==> src/rtl/codificador_pkg.sv <==
// Shared tables for the display encoder: nibble code maps, hex segment font and digit limit.
package codificador_pkg;

    localparam int DIGITS_MAX = 8;

    // Forward scramble: index is the raw nibble, entry is the stored code.
    localparam logic [3:0] FWD_CODE [16] = '{
        4'hE, 4'hA, 4'h4, 4'hD, 4'h6, 4'h1, 4'h7, 4'hF,
        4'h0, 4'hB, 4'h2, 4'h8, 4'h9, 4'h3, 4'hC, 4'h5
    };

    localparam logic [3:0] INV_CODE [16] = '{
        4'h8, 4'h5, 4'hA, 4'hD, 4'h2, 4'hF, 4'h4, 4'h6,
        4'hB, 4'hC, 4'h1, 4'h9, 4'hE, 4'h3, 4'h0, 4'h7
    };

    // {a,b,c,d,e,f,g}, 1 = lit; b and d drawn lowercase.
    localparam logic [6:0] SEG_FONT [16] = '{
        7'h7E, 7'h30, 7'h6D, 7'h79, 7'h33, 7'h5B, 7'h5F, 7'h70,
        7'h7F, 7'h7B, 7'h77, 7'h1F, 7'h4E, 7'h3D, 7'h4F, 7'h47
    };

endpackage

==> src/rtl/seg_font.sv <==
// Combinational nibble to seven-segment lookup.
module seg_font
    import codificador_pkg::*;
(
    input  logic [3:0] nibble_i,
    output logic [6:0] seg_o
);

    assign seg_o = SEG_FONT[nibble_i];

endmodule

==> src/rtl/codificador_display.sv <==
// Nibble encoder with a shifting digit buffer and a multiplexed seven-segment scan.
// Optional macro CODIFICADOR_DECODE_EN adds a Mode input selecting the inverse table.
module codificador_display
    import codificador_pkg::*;
#(
    parameter int DIGITS   = 4,
    parameter int SCAN_DIV = 50000
) (
    input  logic                         Clock,
    input  logic                         Reset,
    input  logic [3:0]                   Input,
    input  logic                         Ready,
    input  logic                         Clear,
`ifdef CODIFICADOR_DECODE_EN
    input  logic                         Mode,
`endif
    output logic [3:0]                   Output,
    output logic [$clog2(DIGITS+1)-1:0]  Count,
    output logic                         Full,
    output logic [DIGITS-1:0]            DigitSel,
    output logic [6:0]                   Segments
);

    localparam int CW   = $clog2(DIGITS + 1);
    localparam int IDXW = (DIGITS > 1) ? $clog2(DIGITS) : 1;
    localparam int DW   = $clog2(SCAN_DIV + 1);

    logic [DIGITS-1:0][3:0] digits_q, digits_d;
    logic [DIGITS-1:0][6:0] seg_w;
    logic [3:0]             out_q, out_d, code;
    logic [CW-1:0]          count_q, count_d;
    logic                   ready_q, armed_q, load;
    logic [DW-1:0]          div_q, div_d;
    logic [IDXW-1:0]        idx_q, idx_d;
    logic [DIGITS-1:0]      sel_q, sel_d;
    logic [6:0]             seg_q, seg_d;

    for (genvar g = 0; g < DIGITS; g++) begin : g_font
        seg_font u_font (.nibble_i(digits_q[g]), .seg_o(seg_w[g]));
    end

`ifdef CODIFICADOR_DECODE_EN
    assign code = Mode ? INV_CODE[Input] : FWD_CODE[Input];
`else
    assign code = FWD_CODE[Input];
`endif

    // armed_q blocks a load until Ready has been seen low, so a Ready held
    // through reset release is not mistaken for a fresh rising edge.
    assign load = Ready & ~ready_q & armed_q;

    always_comb begin
        digits_d = digits_q;
        out_d    = out_q;
        count_d  = count_q;
        if (Clear) begin
            digits_d = '0;
            out_d    = '0;
            count_d  = '0;
        end else if (load) begin
            for (int i = DIGITS - 1; i > 0; i--) digits_d[i] = digits_q[i-1];
            digits_d[0] = code;
            out_d       = code;
            if (count_q != CW'(DIGITS)) count_d = count_q + 1'b1;
        end
    end

    always_comb begin
        div_d = div_q + 1'b1;
        idx_d = idx_q;
        if (div_q == DW'(SCAN_DIV - 1)) begin
            div_d = '0;
            idx_d = (idx_q == IDXW'(DIGITS - 1)) ? '0 : idx_q + 1'b1;
        end
        sel_d = DIGITS'(1) << idx_q;
        seg_d = (CW'(idx_q) < count_q) ? seg_w[idx_q] : '0;
    end

    always_ff @(posedge Clock) begin
        if (Reset) begin
            digits_q <= '0;
            out_q    <= '0;
            count_q  <= '0;
            ready_q  <= 1'b0;
            armed_q  <= ~Ready;
            div_q    <= '0;
            idx_q    <= '0;
            sel_q    <= DIGITS'(1);
            seg_q    <= '0;
        end else begin
            digits_q <= digits_d;
            out_q    <= out_d;
            count_q  <= count_d;
            ready_q  <= Ready;
            armed_q  <= armed_q | ~Ready;
            div_q    <= div_d;
            idx_q    <= idx_d;
            sel_q    <= sel_d;
            seg_q    <= seg_d;
        end
    end

    assign Output   = out_q;
    assign Count    = count_q;
    assign Full     = (count_q == CW'(DIGITS));
    assign DigitSel = sel_q;
    assign Segments = seg_q;

endmodule

==> config.mk <==
export PLATFORM = sky130hd
export DESIGN_NAME = codificador_display
export DESIGN_NICKNAME = d
export VERILOG_FILES = /design/src/rtl/codificador_pkg.sv /design/src/rtl/seg_font.sv /design/src/rtl/codificador_display.sv
export SDC_FILE = /design/constraint.sdc
export NUM_CORES = 1
export LEC_CHECK = 0
export ABC_AREA = 1
export CORE_UTILIZATION = 40
export DETAILED_ROUTE_END_ITERATION = 6
export GPL_ROUTABILITY_DRIVEN = 0
export SYNTH_ARGS = -nofsm -noshare
export SYNTH_HDL_FRONTEND = slang
export SYNTH_HIERARCHICAL = 1
export SYNTH_SLANG_ARGS = --single-unit
==> constraint.sdc <==
create_clock -name Clock -period 2.1 [get_ports Clock]
set_input_delay 0.42 -clock Clock [delete_from_list [all_inputs] [get_ports Clock]]
set_output_delay 0.42 -clock Clock [all_outputs]
set_load 0.01 [all_outputs]
# == Word level (Yosys, flattened, before mapping) ==
# Memories as Yosys holds them, arrays and structs flattened. A register that Yosys moved wholly into a read port is not among the register bits.
# Index checks and enable logic that the tools add are counted.
# totals
memories,5
word_cells,56
input_bits,8
ramBits,0
output_inout_bits,19
latchBits,0
romBits,512
ff_bits,46
# op_classes
n_mul,0
div_mod_pow,0
shift,1
reduce_logical,4
n_lt_le_gt_ge,6
bitwise,11
n_addsub,3
n_eq_ne,4
mux,12
# memory_table
memory,words,width,rd,rd_ports_with_merged_regs,wr,line_no,source
(no name shown),16,7,1,0,0,seg_font.sv:9,assign seg_o = SEG_FONT[nibble_i];
(no name shown),16,7,1,0,0,seg_font.sv:9,
(no name shown),16,7,1,0,0,seg_font.sv:9,
(no name shown),16,7,1,0,0,seg_font.sv:9,
(no name shown),16,4,1,1,0,codificador_display.sv:45,assign code = FWD_CODE[Input];
# ops
cell,count
2-to-1 mux 7 bit,9
NOT 4 -> 5 bit,5
greater-or-equal comparator 5 bit (second input constant),4
adder 16 x 1 -> 16 bit (second input constant),1
equality test 16 bit (second input constant),1
binary-select mux 7 bit (select 2 bit),1
OR reduction 2 bit,3
left shift 1 x 2 -> 4 bit (first input constant),1
adder 3 x 1 -> 3 bit (second input constant),1
equality test 3 bit (second input constant),1
less-than comparator 2 x 3 -> 1 bit,1
less-than comparator 2 x 3 -> 1 bit (second input constant),1
!= test 3 bit (second input constant),1
NOT 1 bit,3
adder 2 x 1 -> 2 bit (second input constant),1
AND 1 bit,2
equality test 2 bit (second input constant),1
2-to-1 mux 2 bit,1
AND reduction 2 bit,1
2-to-1 mux 1 bit,1
bitwise OR 1 bit,1

# == Logic depth before layout (Yosys ltp) ==
# depth
ltp_word,6
mapped_depth,11
ltp_nobuf,11

# == Cells and area by module ==
# Netlist, hierarchy kept.
# modules_own_cells
mod,area_each_um2,cells_per_inst,n_inst
codificador_display,2456.1,347,1
seg_font,285.3,54,4

# == Worst setup path after synthesis ==
# Ideal clock, no wire load.
# synth_path
path_kind,register to register
startpoint,"register, netlist name Output[0]"
endpoint,register seg_q[3] (netlist: Segments[3])
t_required_ns,1.972
synth_period_minus_slack_ns,1.410
setup_time_ns,0.128
slack_ns,0.690
path_stages_with_launch,11
arrival_time_ns,1.283
path_buffers,0
cell_sequence,dfxtp_1 > inv_1 > ha_1 > nand2_2 > o21ai_1 > nand2_1 > nand2_1 > nor2_1 > nor2_1 > o21ai_0 > a21oi_1
# synth_lines
element,line_no,source
to (signal assigned),codificador_display.sv:99,seg_q <= seg_d;
to (decl),codificador_display.sv:36,"logic [6:0] seg_q, seg_d;"

# == Final worst setup path ==
# layout_path
startpoint,register count_q[0] (netlist: Count[0])
endpoint,output Full
# layout_via
elab_chain_len,1
# layout_rtl
element,line_no,source
from (decl),codificador_display.sv:31,"logic [CW-1:0] count_q, count_d;"
from (signal assigned),codificador_display.sv:93,count_q <= count_d;
equality test 3 bit,codificador_display.sv:105,assign Full = (count_q == CW'(DIGITS));
to (decl),codificador_display.sv:19,"output logic Full,"
# Every way passes these cells.

==> results.md <==
* Status: finished, final reports clean
* Post-Synth XOR/XNOR Area at 0.0122
* Final Cycle Share at 0.933
* DIE AREA at around 9400 µm²
* I/O Pins at 27
* Cell Pwr Density at 478 nW/µm²
* CP most frequent cell: inv_1
* WS Path Type: reg -> out
* Post-CTS Hold Buffers at 0
* Max-cap violations at 0
* Critical path arrival at 1540 ps
* Hpwl dp at about 6000 µm
* Yosys warning count at 6
* WP buf/inv at 3
* Via count of the first global-routing pass at approximately 3,100
* ANT nets after route at 0
* Crit start category: flop
* Total GRT Usage at 0.167
* Initial antenna violation count at 0
* DR vias/cell at 4.75
* Syn Nets at ~600
* Area leader, netlist: dfxtp_1
* Initial Util at 0.412
* Least-Margin Pin Slew at 440 ps
* Inserted Diodes at 0
* HP Class: reg -> reg
* Mapped Cells at 563
* Synth Area in Simple Gates at 0.360
* Nets@finish at approximately 630
* Skew-Pair Late Insertion Delay at just over 300 ps
* Register area share after synthesis at 0.278
* Post-Syn Area at 3600 µm²
* Inst Count DP at 687
* Unique masters post-synth at 33
* Num CTS Buffers at 5
* Crit path required time at 1680 ps
* Iter 0 DRT Violations at 136
* CP max stage cell: clkdlybuf4s50_1
* Final Core Density at 0.462
* Final hold slack at 465 ps
* Worst vdd rail ir drop at approximately 0.24 mV
* GRT overflow at 0
* Post-layout min period at approximately 2000 ps
* Area share of the largest cell type after synthesis at 0.278
* Mean Syn Cell Area at 6.39 µm²
* CP delay by family, top: buffers and inverters
* Post-synthesis compound-gate area fraction at 0.102
* Clock tree buffer depth at 2
* Dpl ws at just under 200 ps
* Largest family of logic cells by synthesized area: simple AND/OR/NAND/NOR gates
* Mux contribution to synthesized area at 0
* Cell Count, Final, Fillers Out at approximately 700
* Yosys reg bits at 50
* Max frequency at 0.511 GHz
* Detailed Route WL at about 7600 µm
* Number of remaining DRC errors at 0
* Setup Buffers After CTS at 0
* Die W at 96.8 µm
* Vias at 3,303
* Area contributors post-synth: dfxtp_1 28%, nand2_1 17%, ha_1 14%
* Die outline height at 96.8 µm
* Routed WL per cell at approximately 11 µm
* Critical Path Max Stage Delay at roughly 520 ps
* Worst Slack Setup Final at around 140 ps
* Adder-Cell Fraction of Synth Area at 0.136
* Area grow syn2layout at 12.0%
* Setup_tns at 0 ps
* Final hold viol count at 0
* Worst-path clk slew at about 100 ps
* Port Buffers at 26
* Share of cells above drive strength 1 at 0.0852
* Pin count of the biggest net entering global routing at 20
* # H-tree levels at 2
* Unrepaired setup endpoints after global routing: false
* Worst-path fanout max at 4
* CTS tree: yes
* Crit. End Element: output port
* Root buf cell: clkbuf_8
* Final setup vio count at 0
* Setup Skew at 11.0 ps
* Max Transition Viols Final at 0
* Worst rel slew slack at 0.706
* CP Cell Sequence: inv_1 -> ha_1 -> nand2_1 -> inv_1 -> clkdlybuf4s50_1
* Row count at 34
* Pre-Repair DR Iteration Count at 4
* First-pass GRT wire length at 13,400 µm
* Core Area at 8720 µm²
* Clock sinks at 50
* Static leakage at 1.82 nW
-- what timing repair did --
action / in CTS / in global routing
endpoints found under the hold margin: 0 / 0
setup endpoints to repair: 0 / 1
resized for setup: 0 / 2
-- flip-flops by register name (all words and copies together) (netlist names) --
name      cells
DigitSel      4
Output        4
armed_q       1
digits_q     12
idx_q         2
Count         3
div_q        16
Segments      7
ready_q       1
-- where the power goes --
group          internal, mW  leakage, nW  switching, mW
Combinational         0.125         1.36          0.180
Clock                 0.272       0.0478          0.346
Sequential            0.973        0.406         0.0307
-- logic make-up after synthesis --
family / count (synthesis)
flip-flops: 50
XOR/XNOR: 5
AO/OA/AOI/OAI: 70
buffers and inverters: 87
adder cells (fa/ha/maj): 39
AND/OR/NAND/NOR: 312
-- worst min-delay path, cell delays in order, from the launching register on --
cell	delay [ps]
dfxtp_1	320
nand2_1	60
a21oi_1	50
-- cells in the mapped netlist --
| master | instances |
|---|---|
| a21oi_2 | 1 |
| inv_4 | 4 |
| nand4_1 | 5 |
| or2_0 | 1 |
| a31oi_1 | 2 |
| o211ai_1 | 1 |
| xnor2_1 | 2 |
| dfxtp_1 | 50 |
| nand3_4 | 1 |
| nor2_2 | 2 |
| nor3_1 | 3 |
| o21ai_2 | 1 |
| inv_2 | 7 |
| nand3_1 | 27 |
| xor2_1 | 3 |
| nand3_2 | 1 |
| nor2_4 | 1 |
| nand2_1 | 165 |
| clkbuf_1 | 3 |
| nor2_1 | 93 |
| nand3b_1 | 2 |
| nand2_2 | 6 |
| or2_2 | 4 |
| o21ai_1 | 4 |
| ha_1 | 39 |
| buf_2 | 8 |
| o21bai_1 | 1 |
| inv_1 | 55 |
| o21ai_0 | 41 |
| buf_6 | 5 |
| a21oi_1 | 19 |
| buf_4 | 5 |
| nand2_4 | 1 |
-- stage by stage --
step / instance area, µm² / power, mW
2_1_floorplan: 3600 / 1.24
3_3_place_gp: 3930 / 1.33
4_1_cts: 4030 / 1.94
5_1_grt: 4030 / 2.04
3_5_place_dp: 3930 / 1.33
6_report: 4030 / 1.93
-- routing by layer --
layer / GRT usage / up-vias / routed length (µm)
met3: 0.0275 / 5 / 336
met2: 0.274 / 60 / 3340
met4: 0.0310 / 0 / 58
met5: 0 / - / 0
li1: - / 1796 / -
met1: 0.230 / 1442 / 3880
-- cell usage in the layout (no fill, tap or decap), types with 5 or more instances in the layout --
cell type | Yosys | routed
nand2_1 | 165 | 165
nand4_1 | 5 | 5
clkbuf_8 | 0 | 6
nor2_1 | 93 | 93
ha_1 | 39 | 39
inv_1 | 55 | 54
nand3_1 | 27 | 27
buf_4 | 5 | 11
o21ai_0 | 41 | 41
a21oi_1 | 19 | 19
nand2_2 | 6 | 6
dfxtp_1 | 50 | 49
clkdlybuf4s50_1 | 0 | 26
inv_2 | 7 | 8
-- cell type report --
| class | instances | area (µm²) |
|---|---|---|
| inverters | 66 | 258 |
| clock inverters | 2 | 16.3 |
| fillers | 903 | 4690 |
| multi-input cells | 426 | 2190 |
| repair buffers | 37 | 343 |
| well taps | 108 | 135 |
| clock buffers | 6 | 82.6 |
| flip-flops and latches | 50 | 1000 |
-- worst paths after layout --
kind	startpoint	to	slack, ps	cells after the start
min	div_q[15]$_SDFF_PP0_	div_q[15]$_SDFF_PP0_	470	2
max	Count[0]$_SDFFE_PP0P_	Full	140	5
min reg2reg	div_q[15]$_SDFF_PP0_	div_q[15]$_SDFF_PP0_	470	2
max reg2reg	digits_q[4]$_SDFFE_PP0P_	Segments[3]$_SDFF_PP0_	480	8
No activity file was read; power rests on OpenSTA's default activity.
